## src/rtl/wb_port_arbiter.sv

```systemverilog
// Register-file write-port arbiter: pipeline write-back versus a small FIFO of
// multi-cycle unit results. An aging counter forces a one-cycle drain slot.
module wb_port_arbiter #(
    parameter int DEPTH        = 4,
    parameter int STARVE_LIMIT = 3
) (
    input  logic        clk,
    input  logic        rst_n,
    input  logic        wb_reg_write,
    input  logic [4:0]  wb_write_reg,
    input  logic [31:0] wb_write_data,
    input  logic        mc_valid,
    output logic        mc_ready,
    input  logic [4:0]  mc_reg,
    input  logic [31:0] mc_data,
    output logic        rf_we,
    output logic [4:0]  rf_waddr,
    output logic [31:0] rf_wdata,
    output logic        stall_pipe,
    input  logic [4:0]  hz_reg,
    output logic        hz_hit
);

    localparam int PW = $clog2(DEPTH);
    localparam int CW = $clog2(DEPTH + 1);
    localparam int SW = $clog2(STARVE_LIMIT + 1);

    typedef enum logic [0:0] {S_NORMAL, S_FORCE} state_t;

    state_t          r_state;
    logic            r_valid [DEPTH];
    logic [4:0]      r_reg   [DEPTH];
    logic [31:0]     r_data  [DEPTH];
    logic [PW-1:0]   r_rd_ptr;
    logic [PW-1:0]   r_wr_ptr;
    logic [CW-1:0]   r_count;
    logic [SW-1:0]   r_starve;

    logic            w_head_present;
    logic            w_head_valid;
    logic            w_wb_req;
    logic            w_any_valid;
    logic            w_grant_wb;
    logic            w_grant_fifo;
    logic            w_pop;
    logic            w_push;
    logic            w_not_full;
    logic            w_hz_queued;
    logic [SW-1:0]   w_starve_next;
    state_t          w_state_next;

    assign w_head_present = (r_count != '0);
    assign w_head_valid   = r_valid[r_rd_ptr];
    assign w_wb_req       = wb_reg_write && (wb_write_reg != 5'd0);
    assign w_not_full     = (r_count < CW'(DEPTH));
    assign w_push         = mc_valid && w_not_full;

    // NOTE: every always_comb output gets a default first so no path leaves
    // it unassigned, which would otherwise infer a latch.
    always_comb begin
        w_grant_wb   = 1'b0;
        w_grant_fifo = 1'b0;
        if (r_state == S_FORCE) begin
            w_grant_fifo = w_head_present;
        end else if (w_wb_req) begin
            w_grant_wb = 1'b1;
        end else begin
            w_grant_fifo = w_head_present;
        end
    end

    // Killed (invalid) heads are discarded even when the port goes to WB.
    assign w_pop = w_grant_fifo || (w_head_present && !w_head_valid);

    // Popped slots have their valid bit cleared, so a flat scan is exact.
    always_comb begin
        w_any_valid = 1'b0;
        w_hz_queued = 1'b0;
        for (int i = 0; i < DEPTH; i++) begin
            if (r_valid[i]) begin
                w_any_valid = 1'b1;
                if (r_reg[i] == hz_reg) w_hz_queued = 1'b1;
            end
        end
    end

    always_comb begin
        w_starve_next = r_starve;
        if (r_state == S_FORCE || w_grant_fifo || !w_any_valid) begin
            w_starve_next = '0;
        end else if (w_grant_wb && r_starve != SW'(STARVE_LIMIT)) begin
            w_starve_next = r_starve + 1'b1;
        end
        w_state_next = S_NORMAL;
        if (r_state == S_NORMAL && w_starve_next == SW'(STARVE_LIMIT)) begin
            w_state_next = S_FORCE;
        end
    end

    // Outputs are held quiet combinationally while reset is asserted.
    assign mc_ready   = rst_n && w_not_full;
    assign rf_we      = rst_n && (w_grant_wb || (w_grant_fifo && w_head_valid));
    assign rf_waddr   = w_grant_wb ? wb_write_reg  : r_reg[r_rd_ptr];
    assign rf_wdata   = w_grant_wb ? wb_write_data : r_data[r_rd_ptr];
    assign stall_pipe = (r_state == S_FORCE);
    assign hz_hit     = rst_n && (hz_reg != 5'd0) &&
                        (w_hz_queued || (mc_valid && mc_reg == hz_reg));

    // NOTE: sequential state uses non-blocking assignments only, so every
    // flop samples pre-edge values regardless of statement order.
    always_ff @(posedge clk or negedge rst_n) begin
        if (!rst_n) begin
            r_state  <= S_NORMAL;
            r_rd_ptr <= '0;
            r_wr_ptr <= '0;
            r_count  <= '0;
            r_starve <= '0;
        end else begin
            r_state  <= w_state_next;
            r_starve <= w_starve_next;
            if (w_pop)  r_rd_ptr <= r_rd_ptr + 1'b1;
            if (w_push) r_wr_ptr <= r_wr_ptr + 1'b1;
            case ({w_push, w_pop})
                2'b10:   r_count <= r_count + 1'b1;
                2'b01:   r_count <= r_count - 1'b1;
                default: r_count <= r_count;
            endcase
        end
    end

    // The push write comes last so a same-cycle kill never hits the new entry.
    always_ff @(posedge clk or negedge rst_n) begin
        if (!rst_n) begin
            for (int i = 0; i < DEPTH; i++) r_valid[i] <= 1'b0;
        end else begin
            for (int i = 0; i < DEPTH; i++) begin
                if (w_grant_wb && r_reg[i] == wb_write_reg) r_valid[i] <= 1'b0;
            end
            if (w_pop)  r_valid[r_rd_ptr] <= 1'b0;
            if (w_push) r_valid[r_wr_ptr] <= (mc_reg != 5'd0);
        end
    end

    // NOTE: only the valid bits need reset; payload is never observed while
    // its valid bit is clear, so the storage array stays reset-free.
    always_ff @(posedge clk) begin
        if (w_push) begin
            r_reg[r_wr_ptr]  <= mc_reg;
            r_data[r_wr_ptr] <= mc_data;
        end
    end

endmodule

```

## config.mk

```make
export PLATFORM = sky130hd
export DESIGN_NAME = wb_port_arbiter
export DESIGN_NICKNAME = d
export VERILOG_FILES = /design/src/rtl/wb_port_arbiter.sv
export SDC_FILE = /design/constraint.sdc
export NUM_CORES = 1
export LEC_CHECK = 0
export ABC_CLOCK_PERIOD_IN_PS = 2300
export CORE_UTILIZATION = 50
export CTS_BUF_LIST = sky130_fd_sc_hd__clkbuf_4
export DETAILED_ROUTE_END_ITERATION = 8
export PLACE_DENSITY = 0.79
export SLEW_MARGIN = 25
export SYNTH_ARGS = -nofsm -noshare
export SYNTH_HDL_FRONTEND = slang
export SYNTH_SLANG_ARGS = --single-unit
```

## constraint.sdc

```tcl
create_clock -name clk -period 2.3 [get_ports clk]
set_input_delay 0.46 -clock clk [delete_from_list [all_inputs] [get_ports clk]]
set_output_delay 0.46 -clock clk [all_outputs]
set_load 0.005 [all_outputs]
```

==> out/results.md <==
| Item | This run | Unit |
| --- | --- | --- |
| Result of the run | finished, violations left | - |
| Violations in the final reports | setup timing | - |
| Clock period minus worst slack | 2710 | ps |
| Design area | 9970 | um^2 |
| Die span in x | 122 | um |
| First-pass GRT wire length | 25400 | um |
| Worst r2r src | r_rd_ptr[0] | - |
| Clk sinks | 162 | - |
| Startpoint-to-endpoint class of the critical path | flip-flop to output pin | - |
| Floorplan die height | 122 | um |
| Slew headroom | 0.658 | - |
| Async SR Flop Fraction | 0.0864 | - |
| Clock tree from TritonCTS | done | - |
| Min setup slack post-route | -405 | ps |
| Number of enable-type register cells in the synthesized netlist | 148 | - |
| Reg-to-reg critical path endpoint | r_count[1] | - |
| Area of the mapped netlist | 7200 | um^2 |
| Adder-Cell Fraction of Synth Area | 0.0202 | - |
| Ratio of total power to cell area | 1000 | nW/um^2 |
| Number of nets produced by synthesis | 498 | - |
| Count of cells along the worst register-to-register path | 8 | - |
| Yosys reg bits | 162 | - |
| 1st-iter DRT viols | 298 | - |
| Number of antenna violations at the first check in global routing | 0 | - |
| Via count of the first global-routing pass | 4513 | - |
| CTS Buf Count | 17 | - |
| Worst Hold Class | input pin to asynchronous set/reset pin | - |
| Layout cells sized above 1 | 0.382 | - |
| Unrepaired setup endpoints after global routing | yes | - |
| Xor/xnor cell area share of the yosys netlist | 0.0620 | - |
| Total Routing Usage GR | 0.240 | - |
| Number of iterations in the first detailed-routing pass | 5 | - |
| Number of port buffers | 123 | - |
| Initial core utilization | 0.515 | - |
| Simple-Gate Fraction of Synth Area | 0.0351 | - |
| Worst endpoint data arrival time | 2250 | ps |
| Post-detailed-placement cell area | 9190 | um^2 |
| Dominant register cell in the synthesized netlist | edfxtp_1 | - |
| Detailed-route via count | 4371 | - |
| Post-detailed-route DRC marker count | 0 | - |
| Crit end category | output pin | - |
| Fmax | 0.370 | GHz |
| Total number of placement rows | 43 | - |
| Lkg Pwr | 0.00371 | uW |
| Number of H-tree branching levels | 4 | - |
| Worst-path maximum fanout | 5 | - |
| Layout Utilization | 0.713 | - |
| Clock root buffer | clkbuf_4 | - |
| Post-DP HPWL | 10800 | um |
| Last weighted congestion value of the routability-driven placer | 0.862 | - |
| Pin count of the biggest net entering global routing | 29 | - |
| Max-cap violations | 0 | - |
| Number of top-level design ports | 124 | - |
| Final wirelength | 16500 | um |
| Vias/cell | 5.45 | - |
| VDD IR max | 590 | uV |
| Data required time at the worst endpoint | 1840 | ps |
| Filler Cell Count | 898 | - |
| Setup slack of the worst register-to-register path | 20 | ps |
| Relative area change from synthesis to final layout | 38.5 | % |
| Number of flip-flops in the largest register | 128 | - |
| Transition at the pin with the smallest max-transition slack | 509 | ps |
| Portion of the post-synthesis area used by sequential elements | 0.666 | - |
| Count of pins over their slew limit | 0 | - |
| Critical path launch point type | flip-flop | - |
| Clk buf depth | 2 | - |
| # nets final | 702 | - |
| Routed wire length per instance | 20.6 | um |
| Routed Antenna Nets | 0 | - |
| Share of synthesized area spent on multiplexers | 0.170 | - |
| Standard cell core area | 14000 | um^2 |
| Final hold vios | 0 | - |
| Distinct cell type count after synthesis | 33 | - |
| Period utilization | 1.18 | - |
| Fraction of the mapped netlist area in compound gates | 0.0242 | - |
| Cells after synthesis | 404 | - |
| Hold Slack | 510 | ps |
| Mean Syn Cell Area | 17.8 | um^2 |
| Yosys synthesis warning count | 0 | - |
| Final setup skew | 15.4 | ps |
| Total overflow reported by the global router | 0 | - |
| Largest family of logic cells by synthesized area | multiplexers | - |
| Final setup viols | 40 | - |
| Area of the die | 14900 | um^2 |
| CTS clock-pin slew for the worst setup and hold paths | 130 | ps |
| Latest clock arrival within the worst-skew pair | 560 | ps |
-- synth_stat cells (3+ instances only) --
cell type    n  area [um^2]
dfrtp_1     14          350
nor4_1      10         62.6
a211o_1      5         43.8
nor2_1       4         15.0
a31oi_1      3         18.8
mux2_2      33          372
xor2_1      29          254
mux4_2      38          856
nor2b_1      3         18.8
ha_1        10          125
buf_2        4         20.0
o21ai_0      9         45.0
inv_1       10         37.5
xnor2_1     22          193
clkbuf_1    12         45.0
nand3_1      5         25.0
nand2_1     21         78.8
edfxtp_1   148         4440
buf_4        5         37.5
-- per-stage QoR --
step / cells / power, uW / setup WS (ps) / TNS, ps
after floorplan: 404 / 6110 / -247 / -2720
after global placement: 741 / 7650 / -858 / -34110
after detailed placement: 741 / 7770 / -890 / -35430
after CTS: 802 / 10100 / -458 / -15100
after global routing: 801 / 10500 / -497 / -16530
final: 802 / 9970 / -405 / -12820
-- timing repair --
action / CTS / global route
setup buffers: 23 / 3
setup endpoints to repair: 40 / 42
resized for setup: 237 / 18
pin swaps: 10 / 6
hold endpoints to repair: 0 / 14
hold buffers: 0 / 1
gates cloned: 7 / 0
-- kinds of logic (layout without fill, tap and decap cells) --
logic type,after synthesis,in the layout
compound gates,25,25
simple gates,50,50
xor+xnor,51,51
mux,71,71
flops,162,162
other cells,0,1
fa+ha+maj,11,11
buf+inv,34,251
-- worst max-delay path by stage --
stage,from,depth (start not counted),endpoint,slack [ps]
2_1_floorplan,wb_write_reg[1],8,r_count[1],-250
3_3_place_gp,wb_write_reg[1],6,rf_wdata[28],-860
3_5_place_dp,wb_write_reg[1],6,rf_wdata[21],-890
4_1_cts,r_rd_ptr[0],6,rf_wdata[30],-460
5_1_grt,r_rd_ptr[0],5,rf_wdata[23],-500
6_report,r_rd_ptr[0],5,rf_wdata[23],-410
-- routing by layer --
layer,GRT usage,wire length [um],up-vias
li1,-,-,1992
met1,0.313,6850,2206
met2,0.394,8540,152
met3,0.0576,927,21
met4,0.0872,222,0
met5,0,0,-
-- layout make-up --
| type | instances | area [um^2] | share of cell area |
|---|---|---|---|
| Clock inverter | 14 | 139 | 0.0139 |
| Antenna cell | 1 | 2.50 | 0.000251 |
| Multi-Input combinational cell | 208 | 2400 | 0.241 |
| Inverter | 10 | 37.5 | 0.00376 |
| Sequential cell | 162 | 4800 | 0.481 |
| Timing Repair Buffer | 209 | 2240 | 0.224 |
| Clock buffer | 18 | 135 | 0.0136 |
| Tap cell | 180 | 225 | 0.0226 |
-- placed cells by master, fill, tap and decap left out, types with 8 or more instances in the layout --
cell / synthesis / final
dfrtp_1: 14 / 12
edfxtp_1: 148 / 148
xor2_1: 29 / 29
nor4_1: 10 / 8
clkbuf_4: 0 / 18
clkdlybuf4s50_1: 0 / 75
buf_6: 1 / 39
mux2_4: 0 / 28
buf_12: 0 / 19
buf_4: 5 / 50
nand2_1: 21 / 20
xnor2_1: 22 / 22
o21ai_0: 9 / 9
mux4_2: 38 / 38
ha_1: 10 / 9
buf_2: 4 / 10
-- report_power, final --
part	switching (uW)	internal (uW)
clock network	967	648
registers	233	3720
logic	1770	2630
-- worst max-delay path, cell delays in order (launching register included) --
cell     delay, ps
dfrtp_2        470
buf_12         140
buf_8          120
mux4_2         530
mux2_4         300
buf_6          120
No activity file was read; power rests on OpenSTA's default activity.
==> variant (config.mk and constraints unchanged) <==
The parameter `STARVE_LIMIT` goes from 3 to 2.
--- a/src/rtl/wb_port_arbiter.sv
+++ b/src/rtl/wb_port_arbiter.sv
@@ -3,5 +3,5 @@
 module wb_port_arbiter #(
     parameter int DEPTH        = 4,
-    parameter int STARVE_LIMIT = 3
+    parameter int STARVE_LIMIT = 2
 ) (
     input  logic        clk,
Function: changed (a bounded check fails within 4 cycles, from zero or initial values and one cycle with rst_n low).
==> variant against the unedited design <==
The flow still finishes with violations (setup timing); synthesized area up 0.33%; total power is 3.8% higher; hold slack worse by 0.25 ns; routed wire length up 3.1%; combinational power grew 7.3%; cell area is 1.1% higher; synthesized cell count decreased by 0.50%; sequential cell count unchanged; worst setup slack worse by 0.029 ns; highest routed layer unchanged.
==> variant: results <==
group,metric,value,unit
synthesis,synth.top_cells.by_area,"edfxtp_1 (62%), mux4_2 (12%), dfrtp_1 (4.9%)",
placement,hpwl,10400,um
clock_network,insertion_delay,0.56,ns
synthesis,ys_seq_area_share,66.4,%
worst_setup_path,reg2reg_slack,-0.02,ns
status,violations,"setup timing",
timing,fin_setup_tns,-13.77,ns
power,power.leakage,0.00377,uW
clock_network,cts_buffers,17,
placement,place_inst,732,
placement,place_congestion,0.927,
status,status,"complete, but fails checks",
drt,wire_per_inst,21.1,um
worst_setup_path,cp.arrival,2.27,ns
drt,drtIter0Drc,367,
power,ir_drop,0.546,mV
placement,placed_cell_area,9120,um^2
timing,finalClockSkew,0.0199,ns
timing,setup_viol,41,
cells_and_area,nets,708,
synthesis,syn_nets,496,
timing,fin_ws,-0.434,ns
global_route,grt_usage,24.8,%
synthesis,yosysUniqueCellTypes,38,
synthesis,synth_top_cells_by_count,"edfxtp_1 (148), mux4_2 (38), mux2_2 (29)",
cells_and_area,drive_above_1_share,40.8,%
drt,vias_per_cell,5.49,
global_route,grt_pass1_vias,4824,
synthesis,postSynthCellCount,402,
worst_setup_path,crit_fanout,4,
timing,holdWs,0.264,ns
cells_and_area,stdcell_count,808,
cells_and_area,fill_cells,886,
-- variant: cell types whose count changed in the layout (fill, tap and decap cells not counted), moves of 3 or more --
cell	before	now
inv_1	5	9
nand2_1	20	15
buf_2	10	15
clkinv_1	7	2
inv_6	1	4
o21ai_0	9	4
a211o_1	5	1
and2_2	0	4
buf_8	2	5
buf_6	39	46
nor3b_1	0	3
a22o_1	2	6
-- variant: repair_timing --
| action | in CTS | in global routing |
|---|---|---|
| hold endpoints to repair | 0 | 0 |
| gates cloned | 6 | 0 |
| setup buffers | 36 | 5 |
| pin swaps | 14 | 5 |
| gates resized for setup | 253 | 12 |
| setup endpoints to repair | 40 | 42 |
-- variant: path summary, 6_finish.rpt --
kind / cells past startpoint / start / end
max reg2reg: 12 / stall_pipe$_DFF_PN0_ / r_count[2]$_DFFE_PN0P_
max: 6 / r_rd_ptr[0]$_DFFE_PN0N_ / rf_wdata[8]
min: 2 / rst_n / r_starve[0]$_DFF_PN0_
max in group asynchronous: 3 / rst_n / r_rd_ptr[0]$_DFFE_PN0N_
min reg2reg: 1 / r_count[2]$_DFFE_PN0P_ / r_count[2]$_DFFE_PN0P_
min in group clk: 5 / wb_write_reg[3] / stall_pipe$_DFF_PN0_
-- variant: power by group --
group	leakage [uW]	switching [uW]	internal (uW)
logic	0.00210	1850	2870
registers	0.00152	237	3720
clock network	0.000154	1020	659
-- variant: routing by layer --
metal / track usage, % / part of all wire, % / vias to the layer above
li1: - / - / 2000
met1: 30.8 / 38 / 2254
met2: 42.1 / 54 / 161
met3: 6.18 / 6.0 / 22
met4: 9.38 / 1.8 / 0
met5: 0 / 0 / -
-- variant: layout make-up --
class | count | area share [%]
tap | 180 | 2.23
antenna | 1 | 0.0248
clock inverter | 15 | 1.56
timing repair buffer | 217 | 22.7
sequential | 162 | 47.6
inverter | 9 | 0.335
multi-input combinational | 207 | 24.3
clock buffer | 17 | 1.27
-- variant: logic make-up after synthesis --
kind of cell             count (synthesis)  synth area share (%)
flip-flops                             162                  66.4
multiplexers                            72                  17.1
AND/OR/NAND/NOR                         53                  3.90
XOR/XNOR                                52                  6.31
buffers and inverters                   33                  2.27
AO/OA/AOI/OAI                           19                  2.01
adder cells (fa/ha/maj)                 11                  2.01
-- variant: critical path, cell delays in order, from the launching register on --
cell and delay (ns):
dfrtp_2 0.46, buf_4 0.14, buf_6 0.10, buf_16 0.11, mux4_2 0.51, mux2_4 0.27
buf_2 0.13
-- variant: through the flow --
stage	total power [uW]	utilization (%)	setup slack, ns
2_1_floorplan	6150	-	-0.239
3_3_place_gp	7630	65.2	-0.871
3_5_place_dp	7770	65.2	-0.895
4_1_cts	10400	72.1	-0.565
5_1_grt	10900	72.1	-0.534
6_report	10400	72.1	-0.434
